<file path="src/rtl/alu_issue_queue.sv">
// ----------------------------------------------------------------------------
// alu_issue_queue
//   Command/operand buffer in front of the 16-bit ALU. Commands are accepted
//   over a valid/ready handshake into a DEPTH-entry FIFO. The FIFO head is
//   driven onto the ALU input pins. The ALU's combinational outputs are
//   captured into a result register that has its own valid/ready handshake.
//
// Ports
//   clk, rst                   clock, asynchronous active-high reset
//   cmd_valid / cmd_ready      command handshake (cmd_ready = !full)
//   cmd_mode/select/carry_in   ALU command fields
//   cmd_a, cmd_b, cmd_tag      operands and opaque tag
//   alu_*  (out)               FIFO head fields to the ALU; all zero when empty
//   alu_out/carry_out/compare  ALU results (in)
//   res_valid / res_ready      result handshake
//   res_data/carry/compare/tag captured ALU result and the tag of its command
//   occupancy                  FIFO entry count
// ----------------------------------------------------------------------------
module alu_issue_queue #(
  parameter int unsigned DEPTH = 4,
  parameter int unsigned TAG_W = 4
) (
  input  logic                           clk,
  input  logic                           rst,
  input  logic                           cmd_valid,
  output logic                           cmd_ready,
  input  logic                           cmd_mode,
  input  logic [3:0]                     cmd_select,
  input  logic                           cmd_carry_in,
  input  logic [15:0]                    cmd_a,
  input  logic [15:0]                    cmd_b,
  input  logic [TAG_W-1:0]               cmd_tag,
  output logic                           alu_mode,
  output logic [3:0]                     alu_select,
  output logic                           alu_carry_in,
  output logic [15:0]                    alu_in_a,
  output logic [15:0]                    alu_in_b,
  input  logic [15:0]                    alu_out,
  input  logic                           alu_carry_out,
  input  logic                           alu_compare,
  output logic                           res_valid,
  input  logic                           res_ready,
  output logic [15:0]                    res_data,
  output logic                           res_carry,
  output logic                           res_compare,
  output logic [TAG_W-1:0]               res_tag,
  output logic [$clog2(DEPTH):0]         occupancy
);

  localparam int unsigned PTR_W  = $clog2(DEPTH);
  localparam int unsigned CNT_W  = PTR_W + 1;
  localparam int unsigned DATA_W = 16;

  typedef struct packed {
    logic              mode;
    logic [3:0]        select;
    logic              carry_in;
    logic [DATA_W-1:0] a;
    logic [DATA_W-1:0] b;
    logic [TAG_W-1:0]  tag;
  } entry_t;

  entry_t              mem_q [DEPTH];
  entry_t              mem_d [DEPTH];
  logic [PTR_W-1:0]    wr_ptr_q, wr_ptr_d;
  logic [PTR_W-1:0]    rd_ptr_q, rd_ptr_d;
  logic [CNT_W-1:0]    count_q, count_d;
  logic                res_valid_q, res_valid_d;
  logic [DATA_W-1:0]   res_data_q, res_data_d;
  logic                res_carry_q, res_carry_d;
  logic                res_compare_q, res_compare_d;
  logic [TAG_W-1:0]    res_tag_q, res_tag_d;

  logic                full_c;
  logic                empty_c;
  logic                push_c;
  logic                issue_c;
  entry_t              head_c;
  entry_t              new_entry_c;

  // Handshake decode
  assign full_c   = (count_q == CNT_W'(DEPTH));
  assign empty_c  = (count_q == '0);
  assign push_c   = cmd_valid && !full_c;
  assign issue_c  = !empty_c && (!res_valid_q || res_ready);

  assign new_entry_c = '{mode: cmd_mode, select: cmd_select, carry_in: cmd_carry_in,
                         a: cmd_a, b: cmd_b, tag: cmd_tag};

  // Head comes only from stored entries, so the ALU pins never see cmd_* directly
  assign head_c = empty_c ? entry_t'('0) : mem_q[rd_ptr_q];

  assign alu_mode     = head_c.mode;
  assign alu_select   = head_c.select;
  assign alu_carry_in = head_c.carry_in;
  assign alu_in_a     = head_c.a;
  assign alu_in_b     = head_c.b;

  assign cmd_ready    = !full_c;
  assign occupancy    = count_q;
  assign res_valid    = res_valid_q;
  assign res_data     = res_data_q;
  assign res_carry    = res_carry_q;
  assign res_compare  = res_compare_q;
  assign res_tag      = res_tag_q;

  // Next-state: FIFO pointers, count, storage and result register
  always_comb begin
    for (int i = 0; i < int'(DEPTH); i++) mem_d[i] = mem_q[i];
    wr_ptr_d      = wr_ptr_q;
    rd_ptr_d      = rd_ptr_q;
    count_d       = count_q;
    res_valid_d   = res_valid_q;
    res_data_d    = res_data_q;
    res_carry_d   = res_carry_q;
    res_compare_d = res_compare_q;
    res_tag_d     = res_tag_q;

    if (push_c) begin
      mem_d[wr_ptr_q] = new_entry_c;
      wr_ptr_d        = wr_ptr_q + PTR_W'(1);
    end

    if (issue_c) begin
      rd_ptr_d      = rd_ptr_q + PTR_W'(1);
      res_valid_d   = 1'b1;
      res_data_d    = alu_out;
      res_carry_d   = alu_carry_out;
      res_compare_d = alu_compare;
      res_tag_d     = head_c.tag;
    end else if (res_ready) begin
      // Consumed with nothing to replace it; data holds its last value
      res_valid_d = 1'b0;
    end

    case ({push_c, issue_c})
      2'b10:   count_d = count_q + CNT_W'(1);
      2'b01:   count_d = count_q - CNT_W'(1);
      default: count_d = count_q;
    endcase
  end

  // Control and result state
  always_ff @(posedge clk or posedge rst) begin
    if (rst) begin
      wr_ptr_q      <= '0;
      rd_ptr_q      <= '0;
      count_q       <= '0;
      res_valid_q   <= 1'b0;
      res_data_q    <= '0;
      res_carry_q   <= 1'b0;
      res_compare_q <= 1'b0;
      res_tag_q     <= '0;
    end else begin
      wr_ptr_q      <= wr_ptr_d;
      rd_ptr_q      <= rd_ptr_d;
      count_q       <= count_d;
      res_valid_q   <= res_valid_d;
      res_data_q    <= res_data_d;
      res_carry_q   <= res_carry_d;
      res_compare_q <= res_compare_d;
      res_tag_q     <= res_tag_d;
    end
  end

  // Payload storage needs no reset: entries are only visible while count > 0
  always_ff @(posedge clk) begin
    for (int i = 0; i < int'(DEPTH); i++) mem_q[i] <= mem_d[i];
  end

endmodule
</file>
<file path="config.mk">
export PLATFORM = sky130hd
export DESIGN_NAME = alu_issue_queue
export DESIGN_NICKNAME = d
export VERILOG_FILES = /design/src/rtl/alu_issue_queue.sv
export SDC_FILE = /design/constraint.sdc
export NUM_CORES = 1
export LEC_CHECK = 0
export BUFFER_PORTS_ARGS = -buffer_cell sky130_fd_sc_hd__buf_4
export CAP_MARGIN = 20
export CELL_PAD_IN_SITES_DETAIL_PLACEMENT = 0
export CELL_PAD_IN_SITES_GLOBAL_PLACEMENT = 1
export CORE_MARGIN = 1
export CORE_UTILIZATION = 39
export DETAILED_ROUTE_END_ITERATION = 8
export PLACE_DENSITY_LB_ADDON = 0.12
export SLEW_MARGIN = 20
export SYNTH_ARGS = -nofsm -noshare
export SYNTH_HDL_FRONTEND = slang
export SYNTH_SLANG_ARGS = --single-unit
</file>
<file path="constraint.sdc">
create_clock -name clk -period 2.75 [get_ports clk]
set_input_delay 0 -clock clk [delete_from_list [all_inputs] [get_ports clk]]
set_output_delay 0 -clock clk [all_outputs]
set_load 0.05 [all_outputs]
</file>
---- Word-level counts from Yosys, hierarchy flattened ----
Memory sizes are Yosys's and may differ from the RTL's.
Cells that the tools add are included.
storage, ports and cells
  bits in writable memories ............... 168
  input bits .............................. 64
  register bits ........................... 30
  memories ................................ 1
  output and inout bits ................... 65
cells by class
  add/sub/neg operators ................... 4
  reduce and logical (&&, ||, !) cells .... 10
  magnitude comparators ................... 2
  muxes and demuxes ....................... 8
  equal/unequal tests ..................... 3
  bitwise logic cells ..................... 1
memories
  name   depth  width  rd ports  clocked after memory_dff  write ports  RTL line  RTL
  mem_q  4      42     5         0                         4            63        entry_t mem_q [DEPTH];
operators by type and width
  kind                                                 count
  bitwise mux 168 bit                                  1
  two-way mux 168 bit                                  1
  demux 42 bit (select 2 bit)                          1
  two-way mux 42 bit                                   2
  case mux 3 bit (2 select lines)                      1
  adder 2 x 1 -> 2 bit (second input constant)         2
  nonzero test 2 bit                                   2
  adder 3 x 1 -> 3 bit (second input constant)         1
  == test 3 bit (second input constant)                1
  >= comparator 3 bit (second input constant)          1
  logical AND 1 bit                                    3
  zero test 1 bit                                      3
  zero test 3 bit                                      1
  < comparator 3 x 1 -> 1 bit (second input constant)  1
  inverter 2 -> 3 bit                                  1
  subtractor 3 x 1 -> 3 bit (second input constant)    1
  == test 2 x 1 -> 1 bit (second input constant)       1
  == test 2 bit (second input constant)                1
  two-way mux 1 bit                                    2
  logical OR 1 bit                                     1

---- Depth between registers and ports, before layout ----
  depth after elaboration ................. 7
  mapped depth ............................ 10
  gate-level depth less buffers ........... 8

---- Least setup slack after synthesis ----
No wires, ideal clock.
  path type ............................... reg-to-reg
  from .................................... register occupancy[0] (netlist name)
  to ...................................... memory mem_q[0][0] in the netlist's numbering, enable pin
  slack ................................... 0.026 ns
  buffers on the path ..................... 1
  data arrival time ....................... 2.321 ns
  stages on the path, launching flop included .. 4
  clock period less this slack ............ 2.724 ns
  setup time .............................. 0.404 ns
  cell sequence ........................... dfrtp_1 > or3b_1 > buf_2 > and3_1
RTL lines
  element    RTL line
  to (decl)  63

---- Worst setup path in the final report ----
  from .................................... register rd_ptr_q[0]
  to ...................................... output port alu_in_b[3]
on the way
  cells in the longest elaborated chain, start to end .. 2
ends and longest elaborated chain
  element                   RTL line  RTL
  from (decl)               66        logic [PTR_W-1:0] rd_ptr_q, rd_ptr_d;
  from (signal assigned)    156       rd_ptr_q <= rd_ptr_d;
  memory read (4 x 42 bit)  n/a
  two-way mux 42 bit        91        assign head_c = empty_c ? entry_t'('0) : mem_q[rd_ptr_q];
  to (decl)                 37        output logic [15:0] alu_in_b,
No other way between the ends.

==> results.sh <==
export IMPL_finalCriticalPeriod_ns=2.37
export IMPL_yosysSeqAreaShare_pct=72.5
export IMPL_outcome="finished clean"
export IMPL_numCtsBuffers=17
export IMPL_die_width_microns=145
export IMPL_portBuffers=128
export IMPL_route_detailed_drc=0
export IMPL_grt_setup_unrepaired="false"
export IMPL_gp_congestion=0.743
export IMPL_tns_ns=0
export IMPL_max_slew_worst_pin_slew_ns=0.524
export IMPL_ir_worst_vdd_mv=0.630
export IMPL_clkTransAtPathRegs_ns=0.07
export IMPL_syn_inst=386
export IMPL_ys_flop_type="edfxtp_1"
export IMPL_drt_pass1_iter_count=4
export IMPL_critical_path_max_fanout=23
export IMPL_rows=52
export IMPL_cts_tree="yes"
export IMPL_r2r_end="occupancy[2]"
export IMPL_synth_edf_count=168
export IMPL_layout_commonest_cell="edfxtp_1"
export IMPL_cp_arrival_ns=2.37
export IMPL_drtIter0Drc=174
export IMPL_nets=623
export IMPL_wl_mm=15.1
export IMPL_max_cap_violations=0
export IMPL_clock_latency_ns=0.43
export IMPL_grt_max_degree=43
export IMPL_antenna_found_initial=0
export IMPL_leakagePower_nw=3.82
export IMPL_power_mw=12.7
export IMPL_layout_common_cells="edfxtp_1, buf_4, dlygate4sd3_1"
export IMPL_final_setup_viol_count=0
export IMPL_cellInternalPower_mw=7.64
export IMPL_r2r_start="occupancy[0]"
export IMPL_startpoint_type="flip-flop"
export IMPL_synth_distinct_cells=27
export IMPL_netSwitchingPower_mw=5.08
export IMPL_ctsLongestPathBuffers=2
export IMPL_io_pins=129
export IMPL_period_share_pct=86.1
export IMPL_ant_nets=0
export IMPL_combPwrFrac_pct=45.5
export IMPL_grt_pass1_vias=4237
export IMPL_syn_nets=456
export IMPL_swShare_pct=39.9
export IMPL_synthToLayoutAreaGrowth_pct=28.4
export IMPL_h_tree_depth=4
export IMPL_final_max_slew_viol_count=0
export IMPL_reg2reg_slack_ns=0.56
export IMPL_grt_use_total_pct=15.2
export IMPL_holdWs_ns=0.214
export IMPL_clock_skew_ns=0.00476
export IMPL_hold_viol=0
export IMPL_pwr_share_seq_pct=34.7
export IMPL_synth_area_sq_mm=0.00799
export IMPL_grt_overflow=0
export IMPL_clkPwrFrac_pct=19.8
export IMPL_criticalPathCategory="reg -> out"
export IMPL_cts_resized_gates=0
export IMPL_yosys_register_bits=198
export IMPL_drive_above_1_share_pct=43.1
export IMPL_place_hpwl_mm=8.58
export IMPL_vias_per_cell=4.69
export IMPL_start_util_pct=39.6
export IMPL_final_core_util_pct=50.9
export IMPL_route_vias_total=3920
export IMPL_avgRoutedWirePerCell_microns=18.1
export IMPL_slew_headroom_pct=65.1
export IMPL_grt_pass1_wl_mm=23.6
export IMPL_fmax_mhz=422
export IMPL_ys_async_sr_fraction_pct=15.2
export IMPL_reg2reg_depth=8
export IMPL_yosys_warnings=0
export IMPL_cts_root_buf="clkbuf_16"
export IMPL_syn_area_per_cell_sq_um=20.7
export IMPL_crit_path_end_kind="output port"
export IMPL_cts_setup_buffers=0
export IMPL_hold_class="in -> async"
export IMPL_die_area_sq_mm=0.0211
export IMPL_cts_sinks=198
export IMPL_fp_dieH_microns=145
export IMPL_core_area_sq_mm=0.0202
export IMPL_antenna_cells=0
export IMPL_power_density_mw_per_mm2=1240
export IMPL_num_fill_cells=1678
export IMPL_required_ns=2.75
[synthesized netlist by cell type (5+ instances only)]
cell type / n / share of area, %
inv_1: 6 / 0.28
nor2b_1: 34 / 2.7
buf_2: 5 / 0.31
buf_4: 36 / 3.4
mux2_2: 5 / 0.70
mux2_4: 18 / 3.4
buf_6: 6 / 0.85
dfrtp_1: 30 / 9.4
clkbuf_1: 5 / 0.23
edfxtp_1: 168 / 63
mux4_2: 42 / 12
ha_1: 5 / 0.78
[through the flow]
step           setup slack (ns)  std cells  cell area (sq um)
2_1_floorplan            0.0257        386               7990
3_3_place_gp              0.591        741               9030
3_5_place_dp              0.550        741               9030
4_1_cts                   0.300        836              10300
5_1_grt                   0.217        836              10300
6_report                  0.383        836              10300
[critical path, stage by stage (launching register included)]
cell     delay [ns]
dfrtp_4        0.76
buf_4          0.30
mux4_2         0.51
nor2b_1        0.15
buf_4          0.21
[kinds of logic after synthesis]
| group | count (synthesis) | synth area share [%] |
|---|---|---|
| AND/OR/NAND/NOR | 50 | 4.21 |
| XOR/XNOR | 6 | 0.657 |
| multiplexers | 66 | 16.0 |
| flip-flops | 198 | 72.5 |
| adder cells (fa/ha/maj) | 6 | 1.03 |
| buffers and inverters | 60 | 5.56 |
[final cells by class]
class | count | area, sq um | share of cell area [%]
Multi-Input combinational cell | 128 | 1760 | 17.2
Sequential cell | 198 | 5800 | 56.5
Timing Repair Buffer | 202 | 1740 | 16.9
Clock inverter | 15 | 176 | 1.72
Tap cell | 270 | 338 | 3.29
Inverter | 6 | 22.5 | 0.219
Clock buffer | 17 | 425 | 4.14
[timing repair]
| action | 4_1_cts | 5_1_grt |
|---|---|---|
| setup endpoints to repair | 0 | 0 |
| endpoints found under the hold margin | 219 | 0 |
| hold buffers | 63 | 0 |
[sequential cells by signal, indices dropped and copies added (netlist names)]
register     flops
res_data        16
res_tag          4
mem_q          168
rd_ptr_q         2
occupancy        3
wr_ptr_q         2
res_valid        1
res_compare      1
res_carry        1
[metal layers]
| layer | track usage (%) | vias to the layer above | share of wire, % |
|---|---|---|---|
| met4 | 4.63 | 0 | 0.99 |
| li1 | - | 1783 | - |
| met2 | 24.6 | 103 | 49 |
| met3 | 4.47 | 11 | 4.5 |
| met5 | 0 | - | 0 |
| met1 | 19.8 | 2023 | 45 |
[power by group through the flow]
stage	combinational [mW]	sequential [mW]	clock, mW
finish	5.79	4.41	2.52
global route	6.08	4.50	2.70
CTS	5.87	4.44	2.58
detailed placement	5.78	4.50	0
global placement	5.79	4.46	0
floorplan	4.31	4.86	0
[worst max path at each step]
stage | start | endpoint | slack, ns | cells after the start
finish | rd_ptr_q[0] | alu_in_b[3] | 0.38 | 4
detailed placement | occupancy[0] | occupancy[2] | 0.55 | 8
floorplan | occupancy[0] | mem_q[0][0] | 0.03 | 3
CTS | rd_ptr_q[0] | alu_in_b[3] | 0.30 | 4
global route | rd_ptr_q[0] | alu_in_b[3] | 0.22 | 4
global placement | occupancy[0] | occupancy[2] | 0.59 | 8
Note: power is estimated with default switching activity, not from simulation.
